<file path="config.mk">
export PLATFORM = sky130hd
export DESIGN_NAME = clint_bus_ctrl
export DESIGN_NICKNAME = d
export VERILOG_FILES = /design/src/rtl/clint_pkg.sv /design/src/rtl/clint_addr_dec.sv /design/src/rtl/clint_bus_ctrl.sv
export SDC_FILE = /design/constraint.sdc
export NUM_CORES = 1
export LEC_CHECK = 0
export ABC_AREA = 1
export CAP_MARGIN = 30
export CELL_PAD_IN_SITES_DETAIL_PLACEMENT = 1
export CELL_PAD_IN_SITES_GLOBAL_PLACEMENT = 2
export CORE_MARGIN = 1
export CORE_UTILIZATION = 21
export CTS_CLUSTER_SIZE = 24
export DETAILED_ROUTE_END_ITERATION = 6
export GPL_TIMING_DRIVEN = 0
export PLACE_DENSITY = 0.86
export SYNTH_ARGS = -nofsm -noshare
export SYNTH_HDL_FRONTEND = slang
export SYNTH_SLANG_ARGS = --single-unit
</file>
<file path="constraint.sdc">
create_clock -name clk -period 2.09 [get_ports clk]
set_clock_uncertainty 0.15 [all_clocks]
set_input_delay 0.418 -clock clk [delete_from_list [all_inputs] [get_ports clk]]
set_output_delay 0.418 -clock clk [all_outputs]
set_load 0.03 [all_outputs]
</file>
<file path="src/rtl/clint_pkg.sv">
// Shared constants and types for the CLINT register-access controller.
package clint_pkg;

    // Byte offsets of the CLINT register groups
    localparam logic [15:0] MSIP_BASE     = 16'h0000;
    localparam logic [15:0] MTIMECMP_BASE = 16'h4000;
    localparam logic [15:0] MTIME_LO      = 16'hBFF8;
    localparam logic [15:0] MTIME_HI      = 16'hBFFC;

    // Upper bound on HART_NUM; per-hart tables are padded to this size
    localparam int MAX_HARTS = 16;

    // Controller FSM states
    typedef enum logic [1:0] {
        IDLE,
        WRESP,
        RRESP
    } state_t;

    // Register targeted by a decoded offset
    typedef enum logic [2:0] {
        MSIP,
        CMP_L,
        CMP_H,
        MT_L,
        MT_H,
        NONE
    } reg_kind_t;

endpackage

</file>
<file path="src/rtl/clint_addr_dec.sv">
// Combinational CLINT offset decoder: register kind, hart index and error flag.
module clint_addr_dec
    import clint_pkg::*;
#(
    parameter int HART_NUM = 1
) (
    input  logic [15:0] addr,
    output reg_kind_t   kind,
    output logic [3:0]  hart,
    output logic        err
);

    localparam logic [15:0] HART_LIMIT = 16'(HART_NUM);

    // Candidate hart indices for the two per-hart regions
    logic [15:0] msip_idx;
    logic [15:0] cmp_idx;

    assign msip_idx = (addr - MSIP_BASE) >> 2;
    assign cmp_idx  = (addr - MTIMECMP_BASE) >> 3;

    // Classify the offset; anything misaligned, unmapped or past the last hart is NONE
    always_comb begin
        kind = NONE;
        hart = 4'd0;
        if (addr[1:0] == 2'b00) begin
            if (addr < MTIMECMP_BASE) begin
                if (msip_idx < HART_LIMIT) begin
                    kind = MSIP;
                    hart = msip_idx[3:0];
                end
            end else if (addr == MTIME_LO) begin
                kind = MT_L;
            end else if (addr == MTIME_HI) begin
                kind = MT_H;
            end else if (addr < MTIME_LO) begin
                if (cmp_idx < HART_LIMIT) begin
                    kind = addr[2] ? CMP_H : CMP_L;
                    hart = cmp_idx[3:0];
                end
            end
        end
    end

    assign err = (kind == NONE);

endmodule

</file>
<file path="src/rtl/clint_bus_ctrl.sv">
// Round-robin write/read request arbiter and register decoder in front of clint_core.
module clint_bus_ctrl
    import clint_pkg::*;
#(
    parameter int HART_NUM = 1
) (
    input  logic                    clk,
    input  logic                    rst,
    input  logic                    wr_valid,
    output logic                    wr_ready,
    input  logic [15:0]             wr_addr,
    input  logic [31:0]             wr_data,
    input  logic [3:0]              wr_strb,
    output logic                    wr_resp_valid,
    input  logic                    wr_resp_ready,
    output logic                    wr_resp_err,
    input  logic                    rd_valid,
    output logic                    rd_ready,
    input  logic [15:0]             rd_addr,
    output logic                    rd_resp_valid,
    input  logic                    rd_resp_ready,
    output logic [31:0]             rd_data,
    output logic                    rd_resp_err,
    output logic                    mtime_l_wen,
    output logic                    mtime_h_wen,
    output logic [HART_NUM-1:0]     mtimecmp_l_wen,
    output logic [HART_NUM-1:0]     mtimecmp_h_wen,
    output logic [HART_NUM-1:0]     msip_wen,
    output logic [31:0]             reg_wdata,
    input  logic [63:0]             mtime,
    input  logic [64*HART_NUM-1:0]  mtimecmp,
    input  logic [HART_NUM-1:0]     msip
);

    state_t      state_reg, state_next;
    logic        last_wr_reg;          // 1 = most recent grant went to the write channel
    logic        grant_wr, grant_rd;

    reg_kind_t   wr_kind, rd_kind;
    logic [3:0]  wr_hart, rd_hart;
    logic        wr_dec_err, rd_dec_err;
    logic        wr_err;

    logic [31:0] reg_wdata_reg;
    logic        wr_resp_err_reg;
    logic [31:0] rd_data_reg;
    logic        rd_resp_err_reg;
    logic [31:0] rd_value;

    logic [31:0] shadow_reg;
    logic        shadow_vld_reg;

    logic                mtime_l_wen_reg, mtime_h_wen_reg;
    logic [HART_NUM-1:0] cmp_l_wen_reg, cmp_h_wen_reg, msip_wen_reg;
    logic [HART_NUM-1:0] hart_sel;

    logic [31:0] cmp_lo_arr [MAX_HARTS];
    logic [31:0] cmp_hi_arr [MAX_HARTS];
    logic        msip_arr   [MAX_HARTS];

    clint_addr_dec #(.HART_NUM(HART_NUM)) u_wr_dec (
        .addr (wr_addr),
        .kind (wr_kind),
        .hart (wr_hart),
        .err  (wr_dec_err)
    );

    clint_addr_dec #(.HART_NUM(HART_NUM)) u_rd_dec (
        .addr (rd_addr),
        .kind (rd_kind),
        .hart (rd_hart),
        .err  (rd_dec_err)
    );

    // Partial-word writes are rejected; only full 32-bit stores reach the core
    assign wr_err = wr_dec_err || (wr_strb != 4'hF);

    // Per-hart views of the core registers, zero-padded so a 4-bit index always lands in range
    generate
        for (genvar gi = 0; gi < MAX_HARTS; gi++) begin : g_unpack
            if (gi < HART_NUM) begin : g_live
                assign cmp_lo_arr[gi] = mtimecmp[64*gi +: 32];
                assign cmp_hi_arr[gi] = mtimecmp[64*gi+32 +: 32];
                assign msip_arr[gi]   = msip[gi];
            end else begin : g_pad
                assign cmp_lo_arr[gi] = 32'd0;
                assign cmp_hi_arr[gi] = 32'd0;
                assign msip_arr[gi]   = 1'b0;
            end
        end
        for (genvar gi = 0; gi < HART_NUM; gi++) begin : g_sel
            assign hart_sel[gi] = (wr_hart == 4'(gi));
        end
    endgenerate

    // FSM state register
    always_ff @(posedge clk) begin
        if (rst) begin
            state_reg <= IDLE;
        end else begin
            state_reg <= state_next;
        end
    end

    // Next-state and grant logic: round-robin between channels when both request
    always_comb begin
        state_next = state_reg;
        grant_wr   = 1'b0;
        grant_rd   = 1'b0;
        case (state_reg)
            IDLE: begin
                if (!rst) begin
                    if (wr_valid && (!rd_valid || !last_wr_reg)) begin
                        grant_wr   = 1'b1;
                        state_next = WRESP;
                    end else if (rd_valid) begin
                        grant_rd   = 1'b1;
                        state_next = RRESP;
                    end
                end
            end
            WRESP:   if (wr_resp_ready) state_next = IDLE;
            RRESP:   if (rd_resp_ready) state_next = IDLE;
            default: state_next = IDLE;
        endcase
    end

    // Read mux; the high mtime half prefers the snapshot taken by the preceding low-half read
    always_comb begin
        rd_value = 32'd0;
        case (rd_kind)
            MSIP:    rd_value = {31'd0, msip_arr[rd_hart]};
            CMP_L:   rd_value = cmp_lo_arr[rd_hart];
            CMP_H:   rd_value = cmp_hi_arr[rd_hart];
            MT_L:    rd_value = mtime[31:0];
            MT_H:    rd_value = shadow_vld_reg ? shadow_reg : mtime[63:32];
            default: rd_value = 32'd0;
        endcase
    end

    // Capture write data/status and raise a single one-cycle write enable after an accepted write
    always_ff @(posedge clk) begin
        if (rst) begin
            last_wr_reg     <= 1'b0;
            reg_wdata_reg   <= 32'd0;
            wr_resp_err_reg <= 1'b0;
            mtime_l_wen_reg <= 1'b0;
            mtime_h_wen_reg <= 1'b0;
            cmp_l_wen_reg   <= '0;
            cmp_h_wen_reg   <= '0;
            msip_wen_reg    <= '0;
        end else begin
            mtime_l_wen_reg <= 1'b0;
            mtime_h_wen_reg <= 1'b0;
            cmp_l_wen_reg   <= '0;
            cmp_h_wen_reg   <= '0;
            msip_wen_reg    <= '0;
            if (grant_wr) begin
                last_wr_reg     <= 1'b1;
                reg_wdata_reg   <= wr_data;
                wr_resp_err_reg <= wr_err;
                if (!wr_err) begin
                    case (wr_kind)
                        MSIP:    msip_wen_reg    <= hart_sel;
                        CMP_L:   cmp_l_wen_reg   <= hart_sel;
                        CMP_H:   cmp_h_wen_reg   <= hart_sel;
                        MT_L:    mtime_l_wen_reg <= 1'b1;
                        MT_H:    mtime_h_wen_reg <= 1'b1;
                        default: ;
                    endcase
                end
            end else if (grant_rd) begin
                last_wr_reg <= 1'b0;
            end
        end
    end

    // Capture read data/status and maintain the mtime high-half snapshot
    always_ff @(posedge clk) begin
        if (rst) begin
            rd_data_reg     <= 32'd0;
            rd_resp_err_reg <= 1'b0;
            shadow_reg      <= 32'd0;
            shadow_vld_reg  <= 1'b0;
        end else begin
            if (grant_rd) begin
                rd_resp_err_reg <= rd_dec_err;
                rd_data_reg     <= rd_dec_err ? 32'd0 : rd_value;
                if (rd_kind == MT_L) begin
                    shadow_reg     <= mtime[63:32];
                    shadow_vld_reg <= 1'b1;
                end else if (rd_kind == MT_H) begin
                    shadow_vld_reg <= 1'b0;
                end
            end
            // A software update of mtime invalidates any pending snapshot
            if (grant_wr && !wr_err && (wr_kind == MT_L || wr_kind == MT_H)) begin
                shadow_vld_reg <= 1'b0;
            end
        end
    end

    assign wr_ready       = grant_wr;
    assign rd_ready       = grant_rd;
    assign wr_resp_valid  = (state_reg == WRESP);
    assign rd_resp_valid  = (state_reg == RRESP);
    assign wr_resp_err    = wr_resp_err_reg;
    assign rd_resp_err    = rd_resp_err_reg;
    assign rd_data        = rd_data_reg;
    assign reg_wdata      = reg_wdata_reg;
    assign mtime_l_wen    = mtime_l_wen_reg;
    assign mtime_h_wen    = mtime_h_wen_reg;
    assign mtimecmp_l_wen = cmp_l_wen_reg;
    assign mtimecmp_h_wen = cmp_h_wen_reg;
    assign msip_wen       = msip_wen_reg;

endmodule

</file>
==> results of run 1 <==
[per-stage QoR]
stage          std cells  hold WS (ns)  instance area [µm²]  utilization
3_5_place_dp        1480         0.308                 8950        0.333
3_3_place_gp        1480         0.304                 8950        0.333
5_1_grt             1526         0.344                 9840        0.366
6_report            1527         0.314                 9840        0.366
2_1_floorplan        862         0.303                 5750            -
4_1_cts             1522         0.320                 9670        0.360
[worst max-delay path: cells and delay by family]
| family | cells | cell delay, ns |
|---|---|---|
| buffers and inverters | 3 | 0.66 |
| AO/OA/AOI/OAI | 1 | 0.05 |
| AND/OR/NAND/NOR | 11 | 1.01 |
[power breakdown]
| group | total (W) | leakage (nW) | switching [W] | internal [W] |
|---|---|---|---|---|
| clock network | 0.00169 | 0.134 | 0.000869 | 0.000820 |
| registers | 0.00215 | 0.870 | 0.0000378 | 0.00212 |
| logic | 0.00113 | 2.86 | 0.000555 | 0.000579 |
[cells by family (layout without fill, tap and decap cells)]
family / Yosys count / in the layout
simple gates: 428 / 428
compound gates: 174 / 174
buf+inv: 153 / 476
flops: 107 / 107
other cells: 0 / 1
[Yosys cell counts, drive strengths merged, types with 5 or more instances]
| cell type | n | area share |
|---|---|---|
| nand2 | 198 | 0.13 |
| o21ai | 133 | 0.12 |
| dfxtp | 107 | 0.37 |
| inv | 102 | 0.067 |
| nor2 | 101 | 0.074 |
| nand3 | 77 | 0.068 |
| a21oi | 38 | 0.055 |
| nand3b | 34 | 0.044 |
| buf | 28 | 0.034 |
| clkbuf | 23 | 0.015 |
| nand4 | 11 | 0.012 |
| nor3 | 5 | 0.0052 |
[routing by layer]
metal  track usage  share of wire
met1         0.210           0.43
met2         0.315           0.50
met3        0.0447          0.060
met4        0.0387          0.012
met5             0              0
[worst max-delay path by stage]
stage / start / to / depth (start not counted)
after detailed placement: rst / wr_resp_err / 7
after CTS: last_wr_reg / rd_ready / 7
after floorplan: rd_valid / shadow_reg[28] / 12
final: rd_addr[1] / rd_data[18] / 15
after global placement: rd_valid / rd_ready / 8
after global routing: rd_addr[13] / rd_data[31] / 16
[layout make-up]
| cell class | count | area (µm²) |
|---|---|---|
| plain buffers | 50 | 377 |
| multi-input cells | 602 | 3070 |
| clock buffers | 9 | 225 |
| diodes | 1 | 2.50 |
| repair buffers | 309 | 3150 |
| clock inverters | 6 | 50.0 |
| well taps | 341 | 427 |
| fillers | 3268 | 17000 |
| inverters | 102 | 395 |
| flip-flops and latches | 107 | 2140 |
[timing repair]
item	in CTS	in global routing
cloned	5	2
setup buffers	24	3
pin swaps	22	21
setup endpoints to repair	82	78
resized for setup	86	51
==> summary.md, run 1 <==
| Metric | Value |
|---|---|
| Final-report setup violation count | 0 |
| Setup TNS | 0 ns |
| RSZ-0062 raised after global routing | yes |
| Worst skew pair latency | 0.35 ns |
| Critical path data required time | roughly 2.2 ns |
| Total die area | around 0.028 mm² |
| Max VDD drop | about 0.33 mV |
| Hold endpoint | rd_data[1] |
| Most frequent cells in the layout | clkdlybuf4s50_1 (255), nand2_1 (186), dfxtp_1 (106) |
| Crit-path slowest cell | bufbuf_16 |
| Num CTS Buffers | 9 |
| Mux contribution to synthesized area | 0 |
| CP Max Fanout | 6 |
| Pin count of the biggest net entering global routing | 19 |
| Die W | 167 µm |
| Layout cells sized above 1 | 0.145 |
| Synth async-reset ratio | 0 |
| Post-DP HPWL | around 19 mm |
| Synthesized area per cell | around 6.7 µm² |
| Post-synth cell types | 30 |
| Place WS | -0.957 ns |
| Simple-gate area share of the yosys netlist | 0.336 |
| RD Place Congestion | just under 0.8 |
| Peak Freq | approximately 0.48 GHz |
| Worst-path clk slew | approximately 0.080 ns |
| Top FF cell, synth | dfxtp_1 |
| Antenna-violating nets left | 0 |
| DRC errors left | 0 |
| Crit-path cells | dlygate4sd2_1 -> nor2_4 -> nand3_1 -> nor2_2 -> nand3_2 -> nand2_2 -> nand2_2 -> nand2_2 -> nor2_4 -> buf_12 -> bufbuf_16 -> nand2_2 -> nand3b_1 -> nand2_1 -> a21oi_2 |
| Seq cells post-synth | ~110 |
| Max-slew headroom | 0.505 |
| Post-synth EDFFs | 0 |
| CP Capture Type | register |
| Pwr Total | between 0.004 and 0.005 W |
| Ports | 278 |
| CTS max path bufs | 2 |
| CP dominant cell by count | nand2_2 |
| Hold_sp | rd_data[1] |
| Vias in the first global route | between 7000 and 8000 |
| Final hold vios | 0 |
| Drt first pass iters | 4 |
| Root Driver | clkbuf_16 |
| First-pass GRT wire length | ~38 mm |
| Syn_nets | 1065 |
| Final Cycle Share | 0.988 |
| Minimum clock period | 2.06 ns |
| Largest family of logic cells by synthesized area | simple AND/OR/NAND/NOR gates |
| Compound-Gate Fraction of Synth Area | 0.176 |
| Register area share after synthesis | 0.373 |
| R2R Setup Slk | 0.19 ns |
| Yosys warning count | 0 |
| Max-cap violation count | 0 |
| Mapped Cells | 862 |
| Post-synthesis adder-cell area fraction | 0 |
| P per Cell Area | 506 mW/mm² |
| Area Overhead vs Synth | 71.3% |
| CTS tree | built |
| Reg2reg start | shadow_vld_reg |
| Max-slew violation count | 0 |
| Core area | ~0.027 mm² |
| Nets | ~1400 |
| GR Util All Layers | 0.176 |
| DR vias/cell | ~4.4 |
| GRT Residual Overflow | 0 |
| Initial antenna violation count | 1 |
| H-tree depth | 3 |
| Core Rows | 60 |
| Post-Syn Area | around 0.0057 mm² |
| Die Ht | 167 µm |
| Worst-margin pin slew | about 0.74 ns |
| Cts hold-fix bufs | 0 |
| Final Routed Wirelength | between 20 and 25 mm |
| Worst EP arrival | between 2 and 2.5 ns |
| Setup Crit Path Kind | in -> reg |
| Leakage | slightly below 4 nW |
| Startpoint Class | input port |
| Max stage delay on crit path | 0.27 ns |
| DR iter-0 viols | around 260 |
| Xor/xnor share of the synthesized area | 0 |
| Hold Path Class | reg -> reg |
| R2R cell count | 7 |
| DR WL/cell | roughly 16 µm |
| Worst Setup Slack, final | 0.0252 ns |
| RR Endpoint | rd_data[21] |
| Sink Count | ~110 |
| Initial Utilization | 0.214 |
| WHS Path Cells | 2 |
| Port buffer count | around 280 |
| Status | finished clean |
| Most common cell after layout, fill and taps aside | clkdlybuf4s50_1 |
| DR vias | 6743 |
No activity file was read; power rests on OpenSTA's default activity.
==> inputs of run 2 (changes only) <==
- CORE_MARGIN: 1 -> 8
==> summary.md, run 2 (synthesized netlist as in run 1, its figures left out) <==
| Metric | Value |
|---|---|
| Leakage | 3.86 nW (-0.16%) |
| Worst-margin pin slew | 0.827 ns (+0.0841 ns) |
| RD Place Congestion | 0.763 (-1.8%) |
| Pin count of the biggest net entering global routing | 20 (+1) |
| Antenna-violating nets left | 0 (unchanged) |
| Drt first pass iters | 4 (unchanged) |
| GR Util All Layers | 0.155 (-0.0206) |
| Sw Pwr | 0.00152 W (+4.1%) |
| GRT Residual Overflow | 0 (unchanged) |
| Ports | 278 (unchanged) |
| Pint | 0.00352 W (+0.24%) |
| Max-slew violation count | 0 (unchanged) |
| Final Routed Wirelength | 26.7 mm (+7.5%) |
| Comb power frac | 0.226 (-0.002) |
| Setup TNS | 0 ns (unchanged) |
| Die Ht | 181 µm (+8.4%) |
| Max Used Layer | met5 |
| Final hold vios | 0 (unchanged) |
| Status | finished clean |
| Max-cap violation count | 0 (unchanged) |
| Startpoint Class | register |
| Total die area | 0.0329 mm² (+17%) |
| Seq pwr share | 0.427 (-0.006) |
| Worst-path clk slew | 0.08 ns (about the same) |
| DRC errors left | 0 (unchanged) |
| Max VDD drop | 0.338 mV (+0.86%) |
| Nets | 1380 (-0.29%) |
| Post-DP HPWL | 20.4 mm (+9.5%) |
| Critical path data required time | 1.52 ns (-0.64 ns) |
| Worst path top cell family by delay | buffers and inverters |
| Minimum clock period | 2.03 ns (-0.0386 ns) |
| Area Overhead vs Synth | 69.7% |
| Sink Count | 107 (unchanged) |
| H-tree depth | 3 (unchanged) |
| Crit-path cells | clkdlybuf4s50_1 |
| Die W | 181 µm (+8.4%) |
| Hold slack | 0.322 ns (+0.00764 ns) |
| Most frequent cells in the layout | clkdlybuf4s50_1 (255), nand2_1 (187), dfxtp_1 (105) |
| Final Cycle Share | 0.969 (-0.0185) |
| Vias in the first global route | 7168 (+2.1%) |
| Clock share of power | 0.347 (+0.008) |
| Crit-path slowest cell | clkdlybuf4s50_1 |
| Initial Utilization | 0.213 (-0.000596) |
| Final-report setup violation count | 0 (unchanged) |
| DR vias/cell | 4.40 (-0.34%) |
| Non-Filler Instances | 1524 (-0.20%) |
| Met1 WL | 11.1 mm (+4.2%) |
| WL met2 | 13.3 mm (+7.0%) |
| Port buffer count | 277 (unchanged) |
| Num CTS Buffers | 9 (unchanged) |
| DR iter-0 viols | 215 (-19%) |
| Core Rows | 60 (unchanged) |
| Pwr Total | 0.00504 W (+1.4%) |
| DR WL/cell | 17.5 µm (+7.8%) |
| RSZ-0062 raised after global routing | yes |
| Layout cells sized above 1 | 0.142 (-0.00290) |
| Switching share of power | 0.301 (+0.00785) |
| Peak Freq | 0.494 GHz (+1.9%) |
| Most common cell after layout, fill and taps aside | clkdlybuf4s50_1 |
| Worst EP arrival | 1.46 ns (-0.67 ns) |
| Max-slew headroom | 0.448 (-0.0561) |
| CTS tree | built |
| CTS max path bufs | 2 (unchanged) |
| Setup Crit Path Kind | reg -> out |
| Util after Layout | 0.362 (-0.00432) |
| Root Driver | clkbuf_16 |
| Worst skew pair latency | 0.35 ns (about the same) |
| Worst Path Buf+Inv | 1 (-2) |
| WL met3 | 2.08 mm (+39%) |
| Cts hold-fix bufs | 0 (unchanged) |
| First-pass GRT wire length | 40.6 mm (+5.8%) |
| Initial antenna violation count | 3 (+2) |
| Hold Path Class | reg -> reg |
| Placed cell count | 1480 (unchanged) |
| P per Cell Area | 517 mW/mm² (+2.3%) |
| Max stage delay on crit path | 0.76 ns (+0.49 ns) |
| Core area | 0.0270 mm² (+0.28%) |
| CP Capture Type | primary output |
| DR vias | 6707 (-0.53%) |
| CP Max Fanout | 2 (-4) |
## run 2: metal layers
| layer | vias up | track usage |
|---|---|---|
| met5 | - | 0 |
| met4 | 4 | 0.0226 |
| met3 | 19 | 0.0547 |
| met2 | 166 | 0.280 |
| met1 | 3116 | 0.177 |
| li1 | 3402 | - |
## run 2: power groups by stage
stage / registers, W / clock network (W) / logic [W]
after CTS: 0.00215 / 0.00182 / 0.00113
after detailed placement: 0.00220 / 0 / 0.00110
final: 0.00215 / 0.00175 / 0.00114
after floorplan: 0.00234 / 0 / 0.000284
after global routing: 0.00216 / 0.00188 / 0.00123
after global placement: 0.00219 / 0 / 0.00109
## run 2: timing repair
item                                    in CTS  in global routing
buffers inserted                            18                  6
cloned                                       3                  2
gates resized for setup                     74                 59
pin swaps                                   24                 28
endpoints found under the setup margin      83                 79
## run 2: cell type report
cell class / instances / area (µm²)
timing repair buffer: 305 / 3070
fill: 3359 / 17200
tap: 341 / 427
antenna: 2 / 5.00
inverter: 102 / 388
clock inverter: 6 / 57.6
sequential: 107 / 2140
clock buffer: 9 / 225
multi-input combinational: 602 / 3100
buffer: 50 / 339
## run 2: through the flow
| stage | worst slack (ns) | cell area [µm²] |
|---|---|---|
| floorplan | 0.152 | 5750 |
| CTS | -0.00792 | 9540 |
| detailed placement | -0.913 | 8950 |
| global placement | -0.932 | 8950 |
| finish | 0.0638 | 9750 |
| global route | -0.0287 | 9750 |
## run 2: tightest hold or removal path, delay by kind of cell (launching register included)
family	cells	cell delay, ns
flip-flops	1	0.32
AND/OR/NAND/NOR	1	0.06
AO/OA/AOI/OAI	1	0.05
## run 2: final timing paths
kind           startpoint        endpoint  slack [ns]  cells past startpoint
max            rd_data[2]      rd_data[2]        0.06                      1
min            rd_data[1]      rd_data[1]        0.32                      2
min reg2reg    rd_data[1]      rd_data[1]        0.32                      2
max reg2reg  state_reg[1]  shadow_reg[19]        0.20                     12
==> inputs of run 3 (changes only) <==
- CORE_UTILIZATION: 21 -> 18
- PLACE_DENSITY: 0.86 -> default
- PLACE_DENSITY_LB_ADDON: default -> 0.12
- clock period: 2.09 -> 1.8 ns (I/O delays scaled with it)
==> summary.md, run 3 (synthesized netlist as in run 1, its figures left out) <==
| Metric | Value |
|---|---|
| Hold Path Class | reg -> reg |
| Fillers | 3799 (+13%) |
| Sink Count | 107 (unchanged) |
| Post-DP HPWL | 22.1 mm (+8.3%) |
| H-tree depth | 3 (unchanged) |
| Minimum clock period | ~2.0 ns |
| Final-report setup violation count | 65 (+65) |
| Setup Crit Path Kind | reg -> out |
| First-pass GRT wire length | 44.2 mm (+8.8%) |
| Non-Filler Instances | 1625 (+6.6%) |
| Design Area, Final | 0.0107 mm² (+10%) |
| Leakage | 4.62 nW (+20%) |
| Final Routed Wirelength | 29.2 mm (+9.4%) |
| Nets | 1419 (+2.8%) |
| GRT Residual Overflow | 0 (unchanged) |
| DR WL/cell | 18.0 µm (+2.6%) |
| Most frequent cells in the layout | nand2_1 (181), clkdlybuf4s50_1 (173), dfxtp_1 (104) |
| Die W | 195 µm (+7.3%) |
| Max-slew headroom | 0.378 (-0.0704) |
| Max-slew violation count | 0 (unchanged) |
| Worst EP arrival | 1.49 ns (+0.03 ns) |
| DR iter-0 viols | 184 (-14%) |
| Worst-margin pin slew | 0.933 ns (+0.106 ns) |
| Antenna-violating nets left | 0 (unchanged) |
| Worst-path clk slew | 0.09 ns (about the same) |
| Core area | 0.0315 mm² (+17%) |
| Pin count of the biggest net entering global routing | 22 (+10%) |
| Place WS | -1.39 ns (-0.475 ns) |
| Placed Area | 0.00911 mm² (+1.9%) |
| Ports | 278 (unchanged) |
| GR Util All Layers | 0.150 (-0.00561) |
| P per Cell Area | 554 mW/mm² (+7.1%) |
| CTS max path bufs | 2 (unchanged) |
| Max-cap violation count | 0 (unchanged) |
| Initial antenna violation count | 2 (-1) |
| RD Place Congestion | 0.712 (-6.6%) |
| Die Ht | 195 µm (+7.3%) |
| Peak Freq | 0.500 GHz |
| Final Cycle Share | 1.11 |
| DRC errors left | 0 (unchanged) |
| Num CTS Buffers | 9 (unchanged) |
| CTS tree | built |
| Startpoint Class | register |
| Total die area | 0.0379 mm² (+15%) |
| Worst Setup Slack, final | -0.201 ns (-0.264 ns) |
| CP Capture Type | primary output |
| Most common cell after layout, fill and taps aside | nand2_1 |
| DR vias/cell | 4.20 (-4.6%) |
| Root Driver | clkbuf_16 |
| Area Overhead vs Synth | 86.6% |
| Drt first pass iters | 4 (unchanged) |
| Status | complete, but fails checks |
| Critical path data required time | 1.29 ns (-0.23 ns) |
| Placed cell count | 1541 (+4.1%) |
| Vias in the first global route | 7313 (+2.0%) |
| CP Max Fanout | 3 (+1) |
| Failing checks | negative setup slack |
| RSZ-0062 raised after global routing | yes |
| Layout cells sized above 1 | 0.245 (+0.103) |
| Core Rows | 65 (+8.3%) |
| Port buffer count | 277 (unchanged) |
| Cts hold-fix bufs | 0 (unchanged) |
| DR vias | 6821 (+1.7%) |
| Worst skew pair latency | 0.36 ns (about the same) |
| Max VDD drop | 0.403 mV (+19%) |
| Util after Layout | 0.341 (-0.0211) |
| Final hold vios | 0 (unchanged) |
| Initial Utilization | 0.183 (-0.0306) |
run 3: changes by cell type in the layout (fill, tap and decap cells not counted), moves of 12 or more:
cell and delta:
buf_6 +13, nand3_2 +31, buf_4 +15, o21ai_1 -12
dlygate4sd2_1 +54, clkdlybuf4s50_1 -82, clkbuf_2 +16, nand3_1 -33
run 3: worst max-delay path, stage by stage, from the launching register on:
cell,delay (ns)
dfxtp_2,0.34
nor2_2,0.11
inv_2,0.06
nor3_4,0.24
inv_4,0.06
nor2_4,0.15
buf_6,0.16
run 3: where the power goes:
group	switching (W)	total (W)	internal, W
combinational	0.000682	0.00134	0.000662
sequential	0.0000392	0.00250	0.00246
clock	0.00111	0.00210	0.000995
run 3: path summary, 6_finish.rpt:
kind | start | end | slack, ns | cells after the start
min | rd_data[1] | rd_data[1] | 0.32 | 2
max | state_reg[0] | rd_ready | -0.20 | 6
min reg2reg | rd_data[1] | rd_data[1] | 0.32 | 2
max reg2reg | state_reg[0] | shadow_reg[28] | -0.18 | 13
run 3: area by class of cell:
class	count	area (µm²)	area share
diodes	2	5.00	0.000467
plain buffers	51	457	0.0426
clock buffers	9	225	0.0210
clock inverters	7	82.6	0.00770
inverters	102	423	0.0394
multi-input cells	602	3390	0.316
flip-flops and latches	107	2150	0.200
well taps	402	503	0.0469
repair buffers	342	3480	0.324
repair inverters	1	11.3	0.00105
run 3: metrics by stage:
| stage | setup TNS (ns) | hold WS [ns] | total power [W] |
|---|---|---|---|
| 6_report | -7.30 | 0.315 | 0.00594 |
| 4_1_cts | -17.09 | 0.323 | 0.00603 |
| 5_1_grt | -16.93 | 0.334 | 0.00626 |
| 2_1_floorplan | -0.00768 | 0.300 | 0.00306 |
| 3_3_place_gp | -100.45 | 0.309 | 0.00384 |
| 3_5_place_dp | -101.17 | 0.315 | 0.00385 |
run 3: what timing repair did:
item	CTS	global route
buffers inserted	38	17
cloned	11	3
pin swaps	35	52
resized for setup	240	131
endpoints found under the setup margin	181	108
run 3: metal layers:
| layer | part of all wire | GRT usage |
|---|---|---|
| met1 | 0.47 | 0.191 |
| met2 | 0.48 | 0.254 |
| met3 | 0.048 | 0.0368 |
| met4 | 0.0062 | 0.0257 |
| met5 | 0.00044 | 0 |
